==> src/rtl/rvc_asap_5pl_fpga_in.sv <==
// Board input front-end: synchronizes, polarity-corrects and debounces buttons and switches,
// and keeps sticky press flags plus a switch-change pulse. Macro RVC_FPGA_IN_DEBOUNCE_EN enables the counters.
module rvc_asap_5pl_fpga_in #(
    parameter int unsigned DEBOUNCE_CYCLES   = 500000,
    parameter bit          BUTTON_ACTIVE_LOW = 1'b1
) (
    input  logic       Clock,
    input  logic       Rst,
    input  logic       Button_0_Raw,
    input  logic       Button_1_Raw,
    input  logic [9:0] Switch_Raw,
    input  logic [1:0] PressClr,
    output logic       Button_0,
    output logic       Button_1,
    output logic [9:0] Switch,
    output logic       Button_0_Press,
    output logic       Button_1_Press,
    output logic       SwitchChange
);

    localparam int NCH = 12;

    // Channel order: bit0 Button_0, bit1 Button_1, bits 11:2 switches; pressed buttons read 1.
    logic [NCH-1:0] raw_s;
    logic [NCH-1:0] sync1_q;
    logic [NCH-1:0] stable_q;
    logic [NCH-1:0] stable_d;
    logic           press0_q;
    logic           press0_d;
    logic           press1_q;
    logic           press1_d;
    logic           sw_chg_q;
    logic           sw_chg_d;

    assign raw_s = {Switch_Raw, Button_1_Raw ^ BUTTON_ACTIVE_LOW, Button_0_Raw ^ BUTTON_ACTIVE_LOW};

`ifdef RVC_FPGA_IN_DEBOUNCE_EN
    localparam logic [19:0] CNT_MAX = 20'(DEBOUNCE_CYCLES - 1);

    logic [NCH-1:0] sync2_q;
    logic [19:0]    cnt_q [NCH];
    logic [19:0]    cnt_d [NCH];

    // Per-channel debounce: any disagreement must persist DEBOUNCE_CYCLES cycles to be accepted.
    always_comb begin
        stable_d = stable_q;
        for (int i = 0; i < NCH; i++) begin
            cnt_d[i] = 20'd0;
            if (sync2_q[i] == stable_q[i]) begin
                cnt_d[i] = 20'd0;
            end else if (cnt_q[i] == CNT_MAX) begin
                stable_d[i] = sync2_q[i];
                cnt_d[i]    = 20'd0;
            end else begin
                cnt_d[i] = cnt_q[i] + 20'd1;
            end
        end
    end

    // Two-flop synchronizer and debounce counters.
    always_ff @(posedge Clock or negedge Rst) begin
        if (!Rst) begin
            sync1_q <= '0;
            sync2_q <= '0;
            for (int i = 0; i < NCH; i++) begin
                cnt_q[i] <= 20'd0;
            end
        end else begin
            sync1_q <= raw_s;
            sync2_q <= sync1_q;
            for (int i = 0; i < NCH; i++) begin
                cnt_q[i] <= cnt_d[i];
            end
        end
    end
`else
    // Without counters the stable register doubles as the second synchronizer stage.
    always_comb begin
        stable_d = sync1_q;
    end

    // First synchronizer stage.
    always_ff @(posedge Clock or negedge Rst) begin
        if (!Rst) begin
            sync1_q <= '0;
        end else begin
            sync1_q <= raw_s;
        end
    end
`endif

    // Flag and pulse next-state; a new press wins over a simultaneous clear.
    always_comb begin
        press0_d = (stable_d[0] & ~stable_q[0]) | (press0_q & ~PressClr[0]);
        press1_d = (stable_d[1] & ~stable_q[1]) | (press1_q & ~PressClr[1]);
        sw_chg_d = |(stable_d[NCH-1:2] ^ stable_q[NCH-1:2]);
    end

    // Stable levels, sticky flags and the switch-change pulse.
    always_ff @(posedge Clock or negedge Rst) begin
        if (!Rst) begin
            stable_q <= '0;
            press0_q <= 1'b0;
            press1_q <= 1'b0;
            sw_chg_q <= 1'b0;
        end else begin
            stable_q <= stable_d;
            press0_q <= press0_d;
            press1_q <= press1_d;
            sw_chg_q <= sw_chg_d;
        end
    end

    assign Button_0       = stable_q[0];
    assign Button_1       = stable_q[1];
    assign Switch         = stable_q[NCH-1:2];
    assign Button_0_Press = press0_q;
    assign Button_1_Press = press1_q;
    assign SwitchChange   = sw_chg_q;

endmodule

==> config.mk <==
export PLATFORM = sky130hd
export DESIGN_NAME = rvc_asap_5pl_fpga_in
export DESIGN_NICKNAME = d
export VERILOG_FILES = /design/src/rtl/rvc_asap_5pl_fpga_in.sv
export SDC_FILE = /design/constraint.sdc
export NUM_CORES = 1
export LEC_CHECK = 0
export ABC_AREA = 1
export CAP_MARGIN = 40
export CELL_PAD_IN_SITES_DETAIL_PLACEMENT = 1
export CELL_PAD_IN_SITES_GLOBAL_PLACEMENT = 1
export CORE_AREA = 10 10 67 69
export CTS_BUF_LIST = sky130_fd_sc_hd__clkbuf_2 sky130_fd_sc_hd__clkbuf_4 sky130_fd_sc_hd__clkbuf_8
export DETAILED_ROUTE_END_ITERATION = 12
export DIE_AREA = 0 0 77 79
export GPL_TIMING_DRIVEN = 0
export HOLD_SLACK_MARGIN = 0.1
export PLACE_DENSITY = 0.75
export SLEW_MARGIN = 20
export SYNTH_ARGS = -nofsm -noshare
export SYNTH_HDL_FRONTEND = slang
export SYNTH_SLANG_ARGS = --single-unit
==> constraint.sdc <==
create_clock -name Clock -period 0.8 [get_ports Clock]
set_input_delay 0.12 -clock Clock [delete_from_list [all_inputs] [get_ports Clock]]
set_output_delay 0.12 -clock Clock [all_outputs]
set_load 0.005 [all_outputs]
==> qor.csv <==
metric,value,unit
outcome,"complete, but fails checks",
violations,negative setup slack,
worstPathCellList,buf_4 -> xor2_1 -> nor2_1 -> nand3_1,
syn_avg_cell_area,12.6,um^2
slew_violations,0,
start_util,26.9,%
reg2reg_to,SwitchChange,
viasPerCell,3.72,
hold_violations,0,
grt_max_degree,28,
synth.top_cell.area_share,77.7,%
max_freq,0.974,GHz
seqPwrFrac,63.1,%
post-route-min-period,1.03,ns
hold_path.class,in -> reg,
start_kind,flop,
drc,0,
synth_area_leader_cell,dfrtp_1,
grt_usage,6.85,%
die_area,6080,um^2
synthesis.area,870,um^2
skew,0.00162,ns
die_w,77,um
p_sw_share,23.5,%
cts.sinks,27,
synth_cell_types,8,
switching_power,0.550,mW
die_y,79,um
crit_fanout,2,
cts_made_buffers,3,
async_flop_share,100,%
synthTopCellsByArea,"dfrtp_1, nand2_1, inv_1, xnor2_1, xor2_1",
io_buffers,30,
clockPowerShare,24.8,%
num_vias,591,
dr.pass1.iters,2,
r2r-start,stable_q[11],
antenna_found_initial,0,
grt_pass1_wl,3370,um
clock_tree.root_cell,clkbuf_4,
ys_ff_latch,27,
synth_commonest_cells,"dfrtp_1, nand2_1, inv_1",
postRouteWirelength,1910,um
timing.reg2reg.setup_slack,-0.23,ns
yosysSeqAreaShare,77.7,%
tightest_slew,0.363,ns
min_period_over_period,128,%
diodes,0,
final_nets,130,
drt-initial-drc-count,22,
crit_required,1.01,ns
num_rows,21,
p_total,2.35,mW
synth_edf_count,0,
critPathMaxStageDelay,0.41,ns
intPower,1.80,mW
hpwl,1440,um
grt_pass1_vias,725,
grt-ovfl-total,0,
r2r_cells,4,
power_density,1810,nW/um^2
yosysMostFrequentCell,dfrtp_1,
max-vdd-ir-drop,920,uV
leakage,0.655,nW
wire_per_inst,12.0,um
clk-insertion-delay-late,0.32,ns
coreArea,3230,um^2
synth-main-ff-cell,dfrtp_1,
setup-tns-final,-2.85,ns
comb_power_share,12.1,%
htree_levels,1,
areaGrowthSynthToFinish,48.8,%
place_congestion,0.699,
relSlewSlack,75.8,%
crit_start,stable_q[11],
cts_tree,built,
rsz0062_at_grt,yes,
cp-end-kind,flop,
synth_warnings,0,
crit_arrival,1.24,ns
ant_nets,0,
pin_count,31,
crit_end,SwitchChange,
setup-violations-final,16,
critical_path_class,reg -> reg,
cts.reportedPaths.clkPinSlew,0.14,ns
drive_gt1_share,31.0,%
cap_violations,0,
cpMaxStageDelayCell,dfrtp_1,
synth_fp_nets,85,
clock_path_buffers,2,
netlist_instances,69,
worst_slack,-0.227,ns
power by group through the flow:
stage | registers, mW | clock network (mW) | logic (mW)
6_report | 1.48 | 0.582 | 0.284
5_1_grt | 1.50 | 0.683 | 0.321
4_1_cts | 1.48 | 0.611 | 0.286
3_5_place_dp | 1.51 | 0 | 0.265
3_3_place_gp | 1.50 | 0 | 0.261
2_1_floorplan | 1.51 | 0 | 0.0655
metal layers:
metal / track usage [%] / part of all wire (%)
met2: 12.6 / 56
met5: 0 / 0
met4: 2.74 / 0.52
met3: 2.14 / 5.2
met1: 7.10 / 39
sequential cells by signal, indices dropped and copies added, names as in the netlist:
signal	count
stable_d	12
stable_q	12
Button_0_Press	1
Button_1_Press	1
SwitchChange	1
how the worst min path moves through the flow:
stage / startpoint / end / slack, ns / cells after the start
after detailed placement: Rst / Button_1_Press / 0.17 / 1
after floorplan: Rst / Button_0_Press / -0.18 / 0
final: Switch_Raw[6] / stable_d[8] / 0.22 / 1
after global routing: Switch_Raw[0] / stable_d[2] / 0.20 / 1
after CTS: Switch_Raw[9] / stable_d[11] / 0.21 / 1
after global placement: stable_d[0] / stable_q[0] / 0.36 / 0
cell families (layout without fill, tap and decap cells):
kind of cell | Yosys count | after routing | share of synthesized area [%]
buffers and inverters | 14 | 58 | 6.04
DFF | 27 | 27 | 77.7
xor gates and xnor gates | 6 | 6 | 6.04
and+or+nand+nor | 20 | 20 | 8.78
AOI/OAI and AO/OA | 2 | 2 | 1.44
timing repair:
action | in CTS | in global routing
setup buffers | 9 | 0
pin swaps | 3 | 3
gates resized for setup | 65 | 5
hold buffers | 1 | 0
hold endpoints to repair | 27 | 0
gates cloned | 0 | 0
endpoints found under the setup margin | 16 | 43
layout make-up:
| type | instances | area, um^2 |
|---|---|---|
| Fill cell | 365 | 1940 |
| Sequential cell | 27 | 676 |
| Timing Repair Buffer | 40 | 312 |
| Multi-Input combinational cell | 28 | 169 |
| Tap cell | 46 | 57.6 |
| Inverter | 14 | 52.6 |
| Clock buffer | 3 | 22.5 |
| Clock inverter | 1 | 5.00 |
worst max-delay path, delay by kind of cell (launching register included):
kind / cells / cell delay [ns]
AND/OR/NAND/NOR: 2 / 0.23
flip-flops: 1 / 0.41
XOR/XNOR: 1 / 0.15
buffers and inverters: 1 / 0.13
through the flow:
stage	hold WS, ns	util (%)	setup slack [ns]	cell area, um^2	instances
5_1_grt	0.195	40.0	-0.314	1290	159
3_3_place_gp	0.360	38.0	-0.693	1230	145
3_5_place_dp	0.166	37.8	-0.199	1220	145
6_report	0.220	40.0	-0.227	1290	159
4_1_cts	0.207	39.7	-0.254	1280	159
2_1_floorplan	-0.176	-	-0.0345	870	69
cell usage in the layout (no fill, tap or decap):
cell	n
dfrtp_1	27
nand2_1	15
buf_2	15
clkdlybuf4s50_1	14
inv_1	13
buf_4	6
clkbuf_4	4
xnor2_2	3
buf_6	3
o22ai_1	2
nor2_1	2
xor2_1	2
xnor2_1	1
nor2_2	1
inv_2	1
nand2_2	1
nand3_1	1
clkinv_2	1
dlygate4sd3_1	1
(Power assumes the default switching activity.)
